**config.mk**
```make
export PLATFORM = sky130hd
export DESIGN_NAME = mram_read_sequencer
export DESIGN_NICKNAME = d
export VERILOG_FILES = /design/src/rtl/mram_read_sequencer_pkg.sv /design/src/rtl/mram_read_sequencer.sv
export SDC_FILE = /design/constraint.sdc
export NUM_CORES = 1
export LEC_CHECK = 0
export ABC_CLOCK_PERIOD_IN_PS = 4000
export BUFFER_PORTS_ARGS = -buffer_cell sky130_fd_sc_hd__buf_2
export CAP_MARGIN = 20
export CORE_UTILIZATION = 54
export DETAILED_ROUTE_END_ITERATION = 8
export HOLD_SLACK_MARGIN = 0.05
export PLACE_DENSITY = 0.81
export SYNTH_ARGS = -nofsm -noshare
export SYNTH_HDL_FRONTEND = slang
export SYNTH_SLANG_ARGS = --single-unit
```
**constraint.sdc**
```tcl
create_clock -name clk -period 4 [get_ports clk]
set_input_delay 0.6 -clock clk [delete_from_list [all_inputs] [get_ports clk]]
set_output_delay 0.6 -clock clk [all_outputs]
set_load 0.02 [all_outputs]
```
**src/rtl/mram_read_sequencer_pkg.sv**
```systemverilog
// Shared types and constants for the MRAM read sequencer.
// State encoding, word-select codes and serial bit counts.
package mram_read_sequencer_pkg;

  typedef enum logic [2:0] {
    ST_IDLE    = 3'd0,
    ST_SETUP   = 3'd1,
    ST_WAIT    = 3'd2,
    ST_CAPTURE = 3'd3,
    ST_LOAD    = 3'd4,
    ST_SHIFT   = 3'd5,
    ST_DONE    = 3'd6
  } state_t;

  localparam logic [1:0] WS_FULL    = 2'b11;
  localparam logic [1:0] WS_UPPER   = 2'b10;
  localparam logic [1:0] WS_LOWER   = 2'b01;
  localparam logic [1:0] WS_ILLEGAL = 2'b00;

  localparam logic [4:0] NBITS_FULL = 5'd16;
  localparam logic [4:0] NBITS_BYTE = 5'd8;

  function automatic logic [4:0] nbits(input logic [1:0] sel);
    return (sel == WS_FULL) ? NBITS_FULL : NBITS_BYTE;
  endfunction

endpackage

```
**src/rtl/mram_read_sequencer.sv**
```systemverilog
// Runs one asynchronous MRAM read and hands the captured word to the
// parallel-to-serial shifter, marking each valid serial bit.
module mram_read_sequencer
  import mram_read_sequencer_pkg::*;
#(
  parameter int ADDR_W    = 18,
  parameter int READ_WAIT = 3
) (
  input  logic              clk,
  input  logic              rst,
  input  logic              en,
  input  logic              start,
  input  logic [ADDR_W-1:0] addr_in,
  input  logic [1:0]        word_sel_in,
  input  logic [15:0]       mram_dq,
  output logic [ADDR_W-1:0] mram_addr,
  output logic              mram_ce_n,
  output logic              mram_oe_n,
  output logic [15:0]       p2s_data,
  output logic              p2s_load,
  output logic              p2s_send,
  output logic [1:0]        p2s_word_sel,
  output logic              bit_valid,
  output logic              busy,
  output logic              done,
  output logic              err
);

  state_t            state_q, state_d;
  logic [3:0]        wcnt_q, wcnt_d;
  logic [4:0]        bcnt_q, bcnt_d;
  logic [ADDR_W-1:0] addr_q, addr_d;
  logic [1:0]        sel_q, sel_d;
  logic [15:0]       data_q, data_d;
  logic              ce_n_q, ce_n_d;
  logic              oe_n_q, oe_n_d;
  logic              load_q, load_d;
  logic              send_q, send_d;
  logic              bv_q, bv_d;
  logic              busy_q, busy_d;
  logic              done_q, done_d;
  logic              err_q, err_d;

  always_ff @(posedge clk or posedge rst) begin
    if (rst) begin
      state_q <= ST_IDLE;
      wcnt_q  <= '0;
      bcnt_q  <= '0;
      addr_q  <= '0;
      sel_q   <= '0;
      data_q  <= '0;
      ce_n_q  <= 1'b1;
      oe_n_q  <= 1'b1;
      load_q  <= 1'b0;
      send_q  <= 1'b0;
      bv_q    <= 1'b0;
      busy_q  <= 1'b0;
      done_q  <= 1'b0;
      err_q   <= 1'b0;
    end else if (en) begin
      state_q <= state_d;
      wcnt_q  <= wcnt_d;
      bcnt_q  <= bcnt_d;
      addr_q  <= addr_d;
      sel_q   <= sel_d;
      data_q  <= data_d;
      ce_n_q  <= ce_n_d;
      oe_n_q  <= oe_n_d;
      load_q  <= load_d;
      send_q  <= send_d;
      bv_q    <= bv_d;
      busy_q  <= busy_d;
      done_q  <= done_d;
      err_q   <= err_d;
    end
  end

  always_comb begin
    state_d = state_q;
    wcnt_d  = wcnt_q;
    bcnt_d  = bcnt_q;
    addr_d  = addr_q;
    sel_d   = sel_q;
    data_d  = data_q;
    ce_n_d  = ce_n_q;
    oe_n_d  = oe_n_q;
    busy_d  = busy_q;
    load_d  = 1'b0;
    send_d  = 1'b0;
    done_d  = 1'b0;
    err_d   = 1'b0;
    // serializer registers data_out, so the valid flag trails send by one
    bv_d    = send_q;

    unique case (state_q)
      ST_IDLE: begin
        // a start colliding with the done pulse is dropped
        if (start && !done_q) begin
          addr_d = addr_in;
          sel_d  = word_sel_in;
          busy_d = 1'b1;
          if (word_sel_in == WS_ILLEGAL) begin
            state_d = ST_DONE;
          end else begin
            state_d = ST_SETUP;
          end
        end
      end
      ST_SETUP: begin
        ce_n_d  = 1'b0;
        oe_n_d  = 1'b0;
        wcnt_d  = 4'(READ_WAIT - 1);
        state_d = ST_WAIT;
      end
      ST_WAIT: begin
        if (wcnt_q == 4'd0) begin
          state_d = ST_CAPTURE;
        end else begin
          wcnt_d = wcnt_q - 4'd1;
        end
      end
      ST_CAPTURE: begin
        data_d  = mram_dq;
        ce_n_d  = 1'b1;
        oe_n_d  = 1'b1;
        load_d  = 1'b1;
        state_d = ST_LOAD;
      end
      ST_LOAD: begin
        send_d  = 1'b1;
        bcnt_d  = '0;
        state_d = ST_SHIFT;
      end
      ST_SHIFT: begin
        if (bcnt_q == nbits(sel_q) - 5'd1) begin
          state_d = ST_DONE;
        end else begin
          send_d = 1'b1;
          bcnt_d = bcnt_q + 5'd1;
        end
      end
      ST_DONE: begin
        done_d  = 1'b1;
        err_d   = (sel_q == WS_ILLEGAL);
        busy_d  = 1'b0;
        state_d = ST_IDLE;
      end
      default: begin
        state_d = ST_IDLE;
      end
    endcase
  end

  assign mram_addr    = addr_q;
  assign mram_ce_n    = ce_n_q;
  assign mram_oe_n    = oe_n_q;
  assign p2s_data     = data_q;
  assign p2s_load     = load_q;
  assign p2s_send     = send_q;
  assign p2s_word_sel = sel_q;
  assign bit_valid    = bv_q;
  assign busy         = busy_q;
  assign done         = done_q;
  assign err          = err_q;

endmodule

```
==> qor.yml, run 1 <==
routing:
  first_pass_iters: 8
  viasPerCell: 5.337
  avgRoutedWirePerCell_um: 14.14
  vias: 1724
  drt_iter0_drc: 84
  ant_nets: 0
  wirelength_mm: 4.568
  drc: 9
sta:
  timing.fmax_mhz: 560.6
  worst_pin_slew_ns: 0.5684
  skew_ns: 0.007468
  slew_headroom: 0.6211
  hold_viol: 0
  hold_ws_ns: 0.2425
  setup_viol: 0
  period_share: 0.4459
  fin_tns_setup_ns: 0
  drv_slew: 0
  fin_crit_ns: 1.784
  rsz0062_at_grt: "false"
layout:
  antennaDiodeCount: 0
  drive_gt1_frac: 0.5314
  final_cell_mix: "83 x buf_2, 54 x dfrtp_1, 29 x mux2_2"
  nNetsFinal: 313
  syn2layout_area_growth_pct: 20.31
  layout_commonest_cell: "buf_2"
die:
  die_area_mm2: 0.004967
  die_w_um: 70.48
  core_area_mm2: 0.004444
  start_util: 0.5698
  rows: 24
  die_y_um: 70.48
  ios: 84
worst_setup_path:
  startpoint_type: "flop"
  critPathKind: "flop to flop"
  cp_data_required_time_ns: 4.20
  cp-end-kind: "flop"
  reg2reg_depth: 3
  cp_max_fo: 21
  cp.arrival_ns: 1.98
clock_tree:
  cts_setup_buffers: 0
  ctsHoldBuffers: 0
  cts_resized: 0
  cts_tree: "yes"
  insertion_delay_ns: 0.31
  cts_buffer_depth: 2
  clk_pin_slew_ns: 0.10
  cts.sinks: 55
  cts_buffers: 5
  htree_levels: 2
  cts_root_buffer: "clkbuf_8"
logic_synthesis:
  async_flop_share: 1.000
  netlist_instances: 188
  seq_area_frac_synth: 0.5440
  synth_top_cell_area_share: 0.5336
  synth_fp_nets: 231
  ys_warn_count: 0
  syn_area_mm2: 0.002532
  synth_area_leader_cell: "dfrtp_1"
  ys_types: 45
  yosys_most_used_dff: "dfrtp_1"
  synth_area_leaders: "dfrtp_1 53%, mux2_2 13%, mux2_4 4.7%, buf_6 1.8%, inv_1 1.6%"
  synth.ff_latch_count: 55
  synth-edff-count: 0
  avgSynthCellArea_um2: 13.47
placement:
  dpl.hpwl_mm: 3.362
  gp_congestion: 0.7173
  port_buffers: 83
global_routing:
  grt_use_total: 0.1991
  grt-ovfl-total: 0
  grt_pass1_vias: 1605
  grt_antenna_before_repair: 0
  grt_pass1_wl_mm: 7.652
  grt_start_max_net_pins: 40
power:
  vdd_drop_max_uv: 471.1
  power.density_mw_per_mm2: 790.1
  leakagePower_nw: 1.511
run:
  max-cap-violations: 0
min_path:
  min_path_type: "primary input to asynchronous set/reset pin"
outcome:
  violations: "design-rule violations"
  outcome: "complete, but fails checks"
[area by class of cell]
class,instances,area [um2]
clock inverter,3,22.52
multi-input combinational,113,1036
tap,52,65.06
inverter,11,41.29
clock buffer,5,68.82
timing repair buffer,84,435.4
sequential,55,1378
fill,344,1398
[final timing paths]
check | end | startpoint | slack (ns)
hold reg to reg | mram_addr[17]$_DFFE_PP0P_ | mram_addr[17]$_DFFE_PP0P_ | 0.49
hold / removal | mram_addr[14]$_DFFE_PP0P_ | rst | 0.24
setup / recovery | mram_addr[17]$_DFFE_PP0P_ | state_q[2]$_DFFE_PP0P_ | 2.22
min in group clk | mram_addr[17]$_DFFE_PP0P_ | mram_addr[17]$_DFFE_PP0P_ | 0.49
max in group asynchronous | bcnt_q[4]$_DFFE_PP0P_ | rst | 3.23
setup reg to reg | mram_addr[17]$_DFFE_PP0P_ | state_q[2]$_DFFE_PP0P_ | 2.22
[report_power, final]
group	leakage [nW]	internal [mW]	switching, mW
clock network	0.0489	0.127	0.184
registers	0.676	0.817	0.206
logic	0.787	0.479	0.595
total	1.51	1.42	0.984
[cell usage after synthesis, types with 2 or more instances]
library cell and n:
a21o_1 3, a21oi_1 2, buf_2 2, buf_4 3, buf_6 4, dfrtp_1 54, ha_1 3, inv_1 11
mux2_2 29, mux2_4 8, nand2_1 10, nand2b_1 3, nand3_1 5, nand3_4 2, nand3b_1 3, nand4_1 3
nor2_1 4, nor2b_1 2, o2111ai_1 2, o211ai_1 2, o21ai_0 7, o311ai_1 2, xor2_1 2
[per-layer routing]
metal	wire [um]	up-vias	part of all wire	GRT usage
li1	-	828	-	-
met1	1980	838	0.43	0.2675
met2	2255	52	0.49	0.3172
met3	275	6	0.060	0.05339
met4	57	0	0.012	0.06122
met5	0	-	0	0
[critical path: stages, from the launching register on]
cell	delay [ns]
dfrtp_1	0.55
and2b_4	0.36
nand4_4	0.33
mux2_1	0.42
[state kept, by name, summed over array words and instances (netlist names)]
signal,flops
state_q,3
p2s_word_sel,2
wcnt_q,4
p2s_load,1
err,1
mram_addr,18
bcnt_q,5
bit_valid,1
mram_oe_n,1
busy,1
p2s_data,16
p2s_send,1
done,1
[metrics by stage]
step                        util  worst slack [ns]  std cells  area (um2)  total power [mW]
after detailed placement  0.6650             1.911        315        2955             2.117
after global placement    0.6605             1.954        314        2935             2.082
after global routing      0.6855             2.081        323        3047             2.559
final                     0.6855             2.216        323        3047             2.407
after floorplan                -             2.059        188        2532             1.806
after CTS                 0.6855             2.190        323        3047             2.432
[cells by family (layout without fill, tap and decap cells)]
| family | Yosys count | after routing | share of synthesized area |
|---|---|---|---|
| simple gates | 43 | 43 | 0.1181 |
| xor+xnor | 2 | 2 | 0.006918 |
| buf+inv | 20 | 103 | 0.04694 |
| fa+ha+maj | 3 | 3 | 0.01482 |
| mux | 39 | 39 | 0.1848 |
| flops | 55 | 55 | 0.5440 |
| compound gates | 26 | 26 | 0.08449 |
Power figures use the tool's default switching activity.
==> run 2: changes to the inputs <==
--- a/config.mk
+++ b/config.mk
@@ -5,13 +5,14 @@
 export SDC_FILE = /design/constraint.sdc
 export NUM_CORES = 1
 export LEC_CHECK = 0
-export ABC_CLOCK_PERIOD_IN_PS = 4000
+export ABC_AREA = 1
+export ABC_CLOCK_PERIOD_IN_PS = 1450
 export BUFFER_PORTS_ARGS = -buffer_cell sky130_fd_sc_hd__buf_2
 export CAP_MARGIN = 20
-export CORE_UTILIZATION = 54
+export CORE_UTILIZATION = 45
 export DETAILED_ROUTE_END_ITERATION = 8
 export HOLD_SLACK_MARGIN = 0.05
-export PLACE_DENSITY = 0.81
+export PLACE_DENSITY = 0.72
 export SYNTH_ARGS = -nofsm -noshare
 export SYNTH_HDL_FRONTEND = slang
 export SYNTH_SLANG_ARGS = --single-unit
==> constraint.sdc (replaced) <==
create_clock -name clk -period 1.45 [get_ports clk]
set_input_delay 0.2175 -clock clk [delete_from_list [all_inputs] [get_ports clk]]
set_output_delay 0.2175 -clock clk [all_outputs]
set_load 0.02 [all_outputs]
==> run 2 against run 1 <==
Against the previous run: worst setup slack worse by 2.2 ns; wire length up 19%; power rose to 2.7 times the previous value; the run now ends clean; hold slack lost 0.11 ns; sequential cell count unchanged; largest power group unchanged; combinational power rose to 2.9 times the previous value; clock-buffer cell count up 1; clock power increased to 2.6 times the previous value; sequential share of layout area shrank 3.1 points; sequential power grew to 2.5 times the previous value; core utilization down 5.7 points.
==> qor.yml, run 2 <==
run:
  max-cap-violations: 0  # unchanged
placement:
  port_buffers: 83  # unchanged
  gp_congestion: 0.8526  # was 0.7173
  dpl.hpwl_mm: 3.700  # was 3.362 mm
sta:
  period_share: 0.9602  # was 0.4459
  setup_viol: 0  # unchanged
  hold_viol: 0  # unchanged
  hold_ws_ns: 0.1301  # was 0.2425 ns
  skew_ns: 0.005161  # was 0.007468 ns
  fin_tns_setup_ns: 0  # unchanged
  worst_pin_slew_ns: 0.3872  # was 0.5684 ns
  timing.fmax_mhz: 718.3  # was 560.6 MHz
  fin_crit_ns: 1.392  # was 1.784 ns
  slew_headroom: 0.7419  # was 0.6211
  drv_slew: 0  # unchanged
  rsz0062_at_grt: "true"  # was false
layout:
  syn2layout_area_growth_pct: 31.82  # was 20.31%
  antennaDiodeCount: 0  # unchanged
  drive_gt1_frac: 0.4174  # was 0.5314
  layout_commonest_cell: "buf_2"  # unchanged
  nNetsFinal: 399  # was 313
  final_cell_mix: "83 x buf_2, 58 x nand2_1, 53 x dfrtp_1"  # was 83 x buf_2, 54 x dfrtp_1, 29 x mux2_2
  largest_register_ffs: 18  # unchanged
routing:
  drc: 0  # was 9
  first_pass_iters: 4  # was 8
  drt_iter0_drc: 129  # was 84
  vias: 2058  # was 1724
  avgRoutedWirePerCell_um: 12.76  # was 14.14 um
  viasPerCell: 4.820  # was 5.337
  ant_nets: 0  # unchanged
  wirelength_mm: 5.449  # was 4.568 mm
clock_tree:
  clk_pin_slew_ns: 0.09  # was 0.10 ns
  cts_tree: "yes"  # unchanged
  cts.sinks: 55  # unchanged
  cts_buffers: 5  # unchanged
  insertion_delay_ns: 0.30  # was 0.31 ns
  htree_levels: 2  # unchanged
  cts_buffer_depth: 2  # unchanged
  cts_root_buffer: "clkbuf_8"  # unchanged
logic_synthesis:
  avgSynthCellArea_um2: 9.543  # was 13.47 um2
  netlist_instances: 260  # was 188
  synth_common_cells: "63 x nand2_1, 54 x dfrtp_1, 33 x inv_1, 22 x nand3_1, 20 x o21ai_1"  # was 54 x dfrtp_1, 29 x mux2_2, 11 x inv_1, 10 x nand2_1, 8 x mux2_4
  post-synth-top-count-cell: "nand2_1"  # was dfrtp_1
  ys_warn_count: 0  # unchanged
  synth.ff_latch_count: 55  # unchanged
  ys_types: 26  # was 45
  seq_area_frac_synth: 0.5552  # was 0.5440
  syn_area_mm2: 0.002481  # was 0.002532 mm2
  synth-edff-count: 0  # unchanged
  yosys_most_used_dff: "dfrtp_1"  # unchanged
  async_flop_share: 1.000  # unchanged
  synth_area_leader_cell: "dfrtp_1"  # unchanged
  synth_area_leaders: "dfrtp_1 54%, nand2_1 9.5%, inv_1 5.0%, mux2_4 4.8%, nand3_1 4.4%"  # was dfrtp_1 53%, mux2_2 13%, mux2_4 4.7%, buf_6 1.8%, inv_1 1.6%
  synth_fp_nets: 303  # was 231
  synth_top_cell_area_share: 0.5446  # was 0.5336
die:
  start_util: 0.4767  # was 0.5698
  die_w_um: 76.26  # was 70.48 um
  core_area_mm2: 0.005205  # was 0.004444 mm2
  die_area_mm2: 0.005815  # was 0.004967 mm2
  rows: 26  # was 24
  ios: 84  # unchanged
  die_y_um: 76.26  # was 70.48 um
global_routing:
  use_met3: 0.04311  # was 0.05339
  top_usage_layer: "met2"  # unchanged
  grt-ovfl-total: 0  # unchanged
  grt_use_met2: 0.3225  # was 0.3172
  grt_antenna_before_repair: 0  # unchanged
  grt_pass1_vias: 2044  # was 1605
  grt_start_max_net_pins: 33  # was 40
  grt_pass1_wl_mm: 9.066  # was 7.652 mm
  grtUsageMet1: 0.2510  # was 0.2675
  grt_use_total: 0.1931  # was 0.1991
worst_setup_path:
  startpoint_type: "flop"  # unchanged
  critPathKind: "flop to flop"  # unchanged
  cp-end-kind: "flop"  # unchanged
  cp.arrival_ns: 1.60  # was 1.98 ns
  cp_data_required_time_ns: 1.66  # was 4.20 ns
  cp_max_fo: 7  # was 21
power:
  power.density_mw_per_mm2: 1969  # was 790.1 mW/mm2
  vdd_drop_max_uv: 1079  # was 471.1 uV
  leakagePower_nw: 1.802  # was 1.511 nW
outcome:
  outcome: "finished clean"  # was complete, but fails checks
min_path:
  min_path_type: "primary input to flop"  # was primary input to asynchronous set/reset pin
[run 2: what timing repair did]
action / CTS / global route
buffers inserted: 1 / 5
hold buffers: 1 / 0
resized for setup: 3 / 27
endpoints found under the hold margin: 54 / 0
endpoints found under the setup margin: 10 / 29
pin swaps: 0 / 6
[run 2: per-stage QoR]
step	util	instance area (um2)	worst slack (ns)	instances	power, mW
floorplan	-	2485	0.09155	260	4.518
global placement	0.5752	2994	0.03053	412	5.338
detailed placement	0.5752	2994	-0.03058	412	5.409
CTS	0.5986	3115	0.01592	422	6.258
global route	0.6284	3271	-0.01628	427	6.895
finish	0.6284	3271	0.05774	427	6.441
[run 2: logic make-up after synthesis]
| group | after synthesis | share of synthesized area |
|---|---|---|
| multiplexers | 16 | 0.08472 |
| AO/OA/AOI/OAI | 30 | 0.06354 |
| flip-flops | 55 | 0.5552 |
| XOR/XNOR | 2 | 0.007061 |
| adder cells (fa/ha/maj) | 3 | 0.01513 |
| AND/OR/NAND/NOR | 108 | 0.1967 |
| buffers and inverters | 46 | 0.07766 |
[run 2: worst paths after layout]
path | cells after the start | to | slack, ns | start
min in group asynchronous | 4 | mram_addr[2]$_DFFE_PP0P_ | 0.53 | rst
min | 3 | mram_addr[17]$_DFFE_PP0P_ | 0.13 | addr_in[17]
max | 8 | wcnt_q[2]$_DFFE_PP0P_ | 0.06 | state_q[1]$_DFFE_PP0P_
min reg2reg | 2 | mram_oe_n$_DFFE_PP1P_ | 0.48 | mram_oe_n$_DFFE_PP1P_
max reg2reg | 8 | wcnt_q[2]$_DFFE_PP0P_ | 0.06 | state_q[1]$_DFFE_PP0P_
max in group asynchronous | 4 | mram_oe_n$_DFFE_PP1P_ | 0.56 | rst
[run 2: area by class of cell]
type                            instances  area (um2)
Clock buffer                            6       72.57
Clock inverter                          2       12.51
Fill cell                             430        1934
Inverter                               37       142.6
Multi-Input combinational cell        159        1017
Sequential cell                        55        1379
Tap cell                               70       87.58
Timing Repair Buffer                   98       559.3
[run 2: worst max-delay path, cell delays in order (launching register included)]
cell     delay (ns)
dfrtp_1        0.42
buf_6          0.15
inv_1          0.08
nand2_2        0.09
inv_1          0.12
nand3_2        0.13
nand2_4        0.12
nand3_1        0.08
o21ai_0        0.11
[run 2: per-layer routing]
layer | share of wire | wire, um
met1 | 0.44 | 2372
met2 | 0.51 | 2805
met3 | 0.040 | 216
met4 | 0.0099 | 54
met5 | 0 | 0
[run 2: power by group]
part | switching [mW] | total [mW] | internal [mW] | leakage [nW]
Combinational | 1.84 | 3.06 | 1.22 | 1.07
Clock | 0.473 | 0.811 | 0.338 | 0.0412
Sequential | 0.393 | 2.57 | 2.18 | 0.692
